$ cat src/rtl/traffic_light_fsm_if.sv
// Timer handshake between the intersection sequencer (master) and the Timer (slave).
// The master pulses start_timer for one cycle with the interval in value; the Timer
// answers with a one-cycle expired pulse once that interval has elapsed.
interface traffic_light_fsm_if;
  logic       start_timer;
  logic [3:0] value;
  logic       expired;

  modport master (
    output start_timer,
    output value,
    input  expired
  );

  modport slave (
    input  start_timer,
    input  value,
    output expired
  );
endinterface

$ cat src/rtl/traffic_light_fsm.sv
// Intersection sequencing controller. Chooses each light phase and its duration,
// arms the Timer via the handshake interface and advances on the expired pulse.
// Optional night flashing mode is compiled in when TLC_NIGHT_MODE_EN is defined.
module traffic_light_fsm #(
  parameter int unsigned T_BASE = 6,  // main/side base green, seconds
  parameter int unsigned T_EXT  = 3,  // side green extension, seconds
  parameter int unsigned T_YEL  = 2,  // yellow, seconds
  parameter int unsigned T_WALK = 3   // all-red walk, seconds
) (
  input  logic                       clock,
  input  logic                       reset_n,
  traffic_light_fsm_if.master        tmr,
  input  logic                       sensor,
  input  logic                       walk_request,
`ifdef TLC_NIGHT_MODE_EN
  input  logic                       night_mode,
`endif
  output logic [2:0]                 main_lights,
  output logic [2:0]                 side_lights,
  output logic                       walk_light
);

  // A zero interval would make the Timer wrap and count 16 ticks.
  if (T_BASE < 1 || T_BASE > 15 || T_EXT < 1 || T_EXT > 15 ||
      T_YEL < 1 || T_YEL > 15 || T_WALK < 1 || T_WALK > 15) begin : g_param_err
    $error("traffic_light_fsm: every duration parameter must be in 1..15");
  end

  localparam logic [3:0] DurBase = 4'(T_BASE);
  localparam logic [3:0] DurExt  = 4'(T_EXT);
  localparam logic [3:0] DurYel  = 4'(T_YEL);
  localparam logic [3:0] DurWalk = 4'(T_WALK);

  // Lamp codes are {red, yellow, green}.
  localparam logic [2:0] LampRed = 3'b100;
  localparam logic [2:0] LampYel = 3'b010;
  localparam logic [2:0] LampGrn = 3'b001;
  localparam logic [2:0] LampOff = 3'b000;

  typedef enum logic [2:0] {
    StMainGreen,
    StMainYellow,
    StSideGreen,
    StSideGreenExt,
    StSideYellow,
    StWalk
`ifdef TLC_NIGHT_MODE_EN
    , StNightFlash
`endif
  } state_e;

  state_e     state;
  state_e     next_state;
  logic       walk_pending;
  logic       kick;
  logic       advance;
  logic       enter_walk;
  logic [3:0] next_value;
  logic [2:0] next_main;
  logic [2:0] next_side;
  logic       next_walk;
`ifdef TLC_NIGHT_MODE_EN
  logic       flash;
  logic       next_flash;
`endif

  // Transition on an accepted expiry; expiries during kick or a start pulse are ignored.
  always_comb begin
    advance    = !kick && !tmr.start_timer && tmr.expired;
    next_state = state;
`ifdef TLC_NIGHT_MODE_EN
    next_flash = flash;
`endif
    if (advance) begin
      unique case (state)
        StMainGreen: begin
`ifdef TLC_NIGHT_MODE_EN
          if (night_mode) begin
            next_state = StNightFlash;
            next_flash = 1'b0;
          end else
`endif
          if (sensor) begin
            next_state = StMainYellow;
          end else begin
            next_state = StMainGreen;
          end
        end
        StMainYellow:   next_state = StSideGreen;
        StSideGreen:    next_state = sensor ? StSideGreenExt : StSideYellow;
        StSideGreenExt: next_state = StSideYellow;
        StSideYellow:   next_state = walk_pending ? StWalk : StMainGreen;
        StWalk:         next_state = StMainGreen;
`ifdef TLC_NIGHT_MODE_EN
        StNightFlash: begin
          if (night_mode) begin
            next_state = StNightFlash;
            next_flash = !flash;
          end else begin
            next_state = StMainGreen;
          end
        end
`endif
        default:        next_state = StMainGreen;
      endcase
    end
    enter_walk = advance && (next_state == StWalk);
  end

  // Duration and Moore lamp decode of the state being entered.
  always_comb begin
    next_value = DurBase;
    next_main  = LampGrn;
    next_side  = LampRed;
    next_walk  = 1'b0;
    unique case (next_state)
      StMainGreen: begin
        next_value = DurBase;
        next_main  = LampGrn;
        next_side  = LampRed;
      end
      StMainYellow: begin
        next_value = DurYel;
        next_main  = LampYel;
        next_side  = LampRed;
      end
      StSideGreen: begin
        next_value = DurBase;
        next_main  = LampRed;
        next_side  = LampGrn;
      end
      StSideGreenExt: begin
        next_value = DurExt;
        next_main  = LampRed;
        next_side  = LampGrn;
      end
      StSideYellow: begin
        next_value = DurYel;
        next_main  = LampRed;
        next_side  = LampYel;
      end
      StWalk: begin
        next_value = DurWalk;
        next_main  = LampRed;
        next_side  = LampRed;
        next_walk  = 1'b1;
      end
`ifdef TLC_NIGHT_MODE_EN
      StNightFlash: begin
        next_value = 4'd1;
        next_main  = next_flash ? LampOff : LampYel;
        next_side  = next_flash ? LampOff : LampRed;
      end
`endif
      default: begin
        next_value = DurBase;
      end
    endcase
  end

  // Sequencer state, walk latch, Timer handshake and registered lamps.
  always_ff @(posedge clock or negedge reset_n) begin
    if (!reset_n) begin
      state           <= StMainGreen;
      walk_pending    <= 1'b0;
      kick            <= 1'b1;
      tmr.start_timer <= 1'b0;
      tmr.value       <= 4'd0;
      main_lights     <= LampGrn;
      side_lights     <= LampRed;
      walk_light      <= 1'b0;
`ifdef TLC_NIGHT_MODE_EN
      flash           <= 1'b0;
`endif
    end else begin
      // Clear wins only on the entering edge; requests made during WALK are kept.
      if (enter_walk) begin
        walk_pending <= 1'b0;
      end else if (walk_request) begin
        walk_pending <= 1'b1;
      end

      if (kick) begin
        kick            <= 1'b0;
        tmr.start_timer <= 1'b1;
        tmr.value       <= DurBase;
      end else if (advance) begin
        state           <= next_state;
        tmr.start_timer <= 1'b1;
        tmr.value       <= next_value;
        main_lights     <= next_main;
        side_lights     <= next_side;
        walk_light      <= next_walk;
`ifdef TLC_NIGHT_MODE_EN
        flash           <= next_flash;
`endif
      end else begin
        tmr.start_timer <= 1'b0;
      end
    end
  end

endmodule

$ cat src/flat_wrapper.sv
// flat-port wrapper written by rule: the top's interface ports become plain ports
module traffic_light_fsm_flat 
#(
  parameter int unsigned T_BASE = 6,                                  
  parameter int unsigned T_EXT  = 3,                                  
  parameter int unsigned T_YEL  = 2,                    
  parameter int unsigned T_WALK = 3                           
)
  (clock, reset_n, sensor, walk_request, main_lights, side_lights, walk_light, tmr_start_timer, tmr_value, tmr_expired);
  traffic_light_fsm_if tmr_i ();
  input  logic clock;
  input  logic reset_n;
  input  logic sensor;
  input  logic walk_request;
  output logic [2:0] main_lights;
  output logic [2:0] side_lights;
  output logic walk_light;
  output wire logic [$bits(tmr_i.start_timer)-1:0] tmr_start_timer;
  output wire logic [$bits(tmr_i.value)-1:0] tmr_value;
  input wire logic [$bits(tmr_i.expired)-1:0] tmr_expired;
  assign tmr_start_timer = tmr_i.start_timer;
  assign tmr_value = tmr_i.value;
  assign tmr_i.expired = tmr_expired;
  traffic_light_fsm #(.T_BASE(T_BASE), .T_EXT(T_EXT), .T_YEL(T_YEL), .T_WALK(T_WALK)) u_core (.clock(clock), .reset_n(reset_n), .tmr(tmr_i), .sensor(sensor), .walk_request(walk_request), .main_lights(main_lights), .side_lights(side_lights), .walk_light(walk_light));
endmodule
$ cat config.mk
export PLATFORM = sky130hd
export DESIGN_NAME = traffic_light_fsm_flat
export DESIGN_NICKNAME = d
export VERILOG_FILES = /design/src/rtl/traffic_light_fsm_if.sv /design/src/rtl/traffic_light_fsm.sv /design/src/flat_wrapper.sv
export SDC_FILE = /design/constraint.sdc
export NUM_CORES = 1
export LEC_CHECK = 0
export CORE_MARGIN = 3
export CORE_UTILIZATION = 47
export DETAILED_ROUTE_END_ITERATION = 6
export GPL_TIMING_DRIVEN = 0
export PLACE_DENSITY = 0.86
export SKIP_CTS_REPAIR_TIMING = 1
export SLEW_MARGIN = 20
export SYNTH_ARGS = -nofsm -noshare
export SYNTH_HDL_FRONTEND = slang
export SYNTH_SLANG_ARGS = --single-unit
$ cat constraint.sdc
create_clock -name clock -period 1.71 [get_ports clock]
set_input_delay 0.2565 -clock clock [delete_from_list [all_inputs] [get_ports clock]]
set_output_delay 0.2565 -clock clock [all_outputs]
set_load 0.005 [all_outputs]
==> reports/qor.txt <==
clk sinks = 16
CP required = 1.45 ns
max-slew violations = 0
global placement routability congestion = 0.871
cell breakdown of the critical path = clkdlybuf4s50_1
endpoints failing setup = 0
Worst EP arrival = 1.30 ns
Initial Util = 52.9%
Syn Area/Cell = 10.3 sq um
post-synthesis sequential area ratio = 55.9%
PwrDens = 1330 nW/um^2
Fmax = 641 MHz
CTS tree = yes
initial DRC count = 9
commonest cells after routing, fill and taps aside = clkdlybuf4s50_1, dfrtp_1, nor2_1
HPWL Detailed = 939 um
Yosys cell types = 29
max cap viols = 0
ANT nets after route = 0
fin crit period = 1.56 ns
met1 Track Usage GR = 22.0%
detailed-router iteration count before antenna repair = 4
met2 usage in global routing = 22.6%
die area = 2050 sq um
power share of the combinational group = 37.0%
crit path max-delay cell type = dfstp_2
leakage = 0.400 nW
Synth Register Bits = 16
GR peak layer = met2
final hold vios = 0
Total Power = 0.00123 W
Worst Tran Pin Value = 0.721 ns
layout cells sized above 1 = 12.2%
antenna diode count = 0
Crit path largest cell delay = 0.53 ns
GR Util All Layers = 16.2%
Clk Tree Root Cell = clkbuf_4
Port Buf Inserts = 15
yosys warns = 0
core region area = 1370 sq um
die height = 45.2 um
clock share of power = 17.0%
met3 usage = 6.37%
Critical Path Source Type = register
Max clock buf depth = 2
CP endpoint kind = primary output
first-pass GRT wire length = 2320 um
RSZ-0062 raised after global routing = false
Crit Path Class = reg2out
Seq pwr share = 46.0%
die width = 45.2 um
final-stage net count = 96
most common cell after layout, fill and taps aside = clkdlybuf4s50_1
DRC = 0
R2R Setup Slk = 0.32 ns
Layout area overhead = 27.5%
worst hold path type = in2async
post-synthesis cell area = 723 sq um
Clk pin slew, worst setup/hold paths = 0.09 ns
grt total ovfl = 0
total placed instance area = 896 sq um
Vias/cell = 5.29
Post-Syn Instances = 70
initial antenna violation count = 0
clk_skew = 0.00642 ns
largest net degree at the start of global routing = 17
IO Pins = 17
Internal = 0.000844 W
Num CTS Buffers = 3
worst skew pair latency = 0.29 ns
number of global-route vias before repair = 519
vias post-DR = 555
wire length per cell = 12.8 um
Fillers = 108
Crit Path Max Fanout = 2
period utilization = 91.3%
Slew HR = 51.8%
status = complete, no violations
htree depth = 1
Finished Cell Area = 922 sq um
WL final = 1340 um
Top delay family on crit path = flip-flops
maximum vdd drop = 0.628 mV
cell row count = 13
NetSw = 0.000385 W
switch share = 31.3%
Crit path buffers/inverters = 1
-- per-layer routing --
metal  wire length, um  vias up
li1                  -      279
met1               652      261
met2               607       11
met3                62        4
met4                20        0
met5                 0        -
-- power groups by stage --
stage | clock (W) | combinational (W) | sequential, W
3_5_place_dp | 0 | 0.000454 | 0.000573
4_1_cts | 0.000211 | 0.000456 | 0.000567
5_1_grt | 0.000228 | 0.000513 | 0.000586
2_1_floorplan | 0 | 0.000240 | 0.000575
3_3_place_gp | 0 | 0.000444 | 0.000570
6_report | 0.000209 | 0.000455 | 0.000566
-- cells in the mapped netlist (all sizes together) --
master / n / area [sq um]
nor2b: 2 / 12.5
o21ai: 6 / 30.0
o22ai: 1 / 6.26
and3b: 1 / 8.76
nor3b: 1 / 7.51
nand3b: 1 / 7.51
o41ai: 1 / 16.3
o22a: 1 / 8.76
dfstp: 3 / 78.8
clkbuf: 2 / 7.51
a211oi: 2 / 15.0
nand2b: 2 / 12.5
nor3: 3 / 15.0
nand2: 7 / 26.3
nand4: 1 / 6.26
buf: 3 / 30.0
nand4bb: 1 / 11.3
dfrtp: 13 / 325
conb: 1 / 3.75
nor2: 8 / 30.0
a21oi: 2 / 13.8
a22o: 1 / 8.76
inv: 3 / 11.3
or3b: 1 / 8.76
or3: 1 / 6.26
a21o: 2 / 15.0
-- flip-flops by register name, indices dropped and copies added, names as in the netlist --
name and cells:
u_core.walk_pending 1, u_core.main_lights 3, u_core.kick 1, u_core.side_lights 3, u_core.state 3, u_core.walk_light 1
u_core.tmr.start_timer 1, u_core.tmr.value 3
-- final cells by class --
type / count / area [sq um] / area share [%]
sequential: 16 / 404 / 43.8
buffer: 5 / 37.5 / 4.07
inverter: 3 / 11.3 / 1.22
multi-input combinational: 47 / 274 / 29.7
timing repair buffer: 15 / 150 / 16.3
clock buffer: 4 / 26.3 / 2.85
tap: 15 / 18.8 / 2.04
-- per-stage QoR --
| stage | setup WS, ns | instances | util [%] | hold WS, ns | setup TNS [ns] |
|---|---|---|---|---|---|
| finish | 0.150 | 105 | 67.5 | 0.388 | 0 |
| global route | 0.102 | 105 | 67.5 | 0.410 | 0 |
| CTS | 0.140 | 105 | 67.5 | 0.401 | 0 |
| detailed placement | -0.0298 | 101 | 65.6 | 0.455 | -0.0298 |
| global placement | 0.00344 | 101 | 65.6 | 0.452 | 0 |
| floorplan | 0.421 | 71 | - | -0.0391 | 0 |
-- logic make-up (layout without fill, tap and decap cells) --
logic type      after synthesis  in the layout  synth area share [%]
flops                        16             16                  55.9
compound gates               16             16                  15.7
simple gates                 29             29                  21.1
buf+inv                       8             27                  6.75
other cells                   1              2                 0.519
-- final timing paths --
path | startpoint | depth (start not counted) | end
worst min-delay path | reset_n | 1 | u_core.tmr.start_timer$_DFF_PN0_
worst max register to register | u_core.tmr.start_timer$_DFF_PN0_ | 3 | u_core.main_lights[2]$_DFFE_PN0P_
max in group asynchronous | reset_n | 1 | u_core.main_lights[2]$_DFFE_PN0P_
worst max-delay path | u_core.side_lights[2]$_DFFE_PN1P_ | 1 | side_lights[2]
min in group clock | u_core.side_lights[2]$_DFFE_PN1P_ | 2 | u_core.side_lights[2]$_DFFE_PN1P_
worst min register to register | u_core.side_lights[2]$_DFFE_PN1P_ | 2 | u_core.side_lights[2]$_DFFE_PN1P_
(Power assumes the default switching activity.)
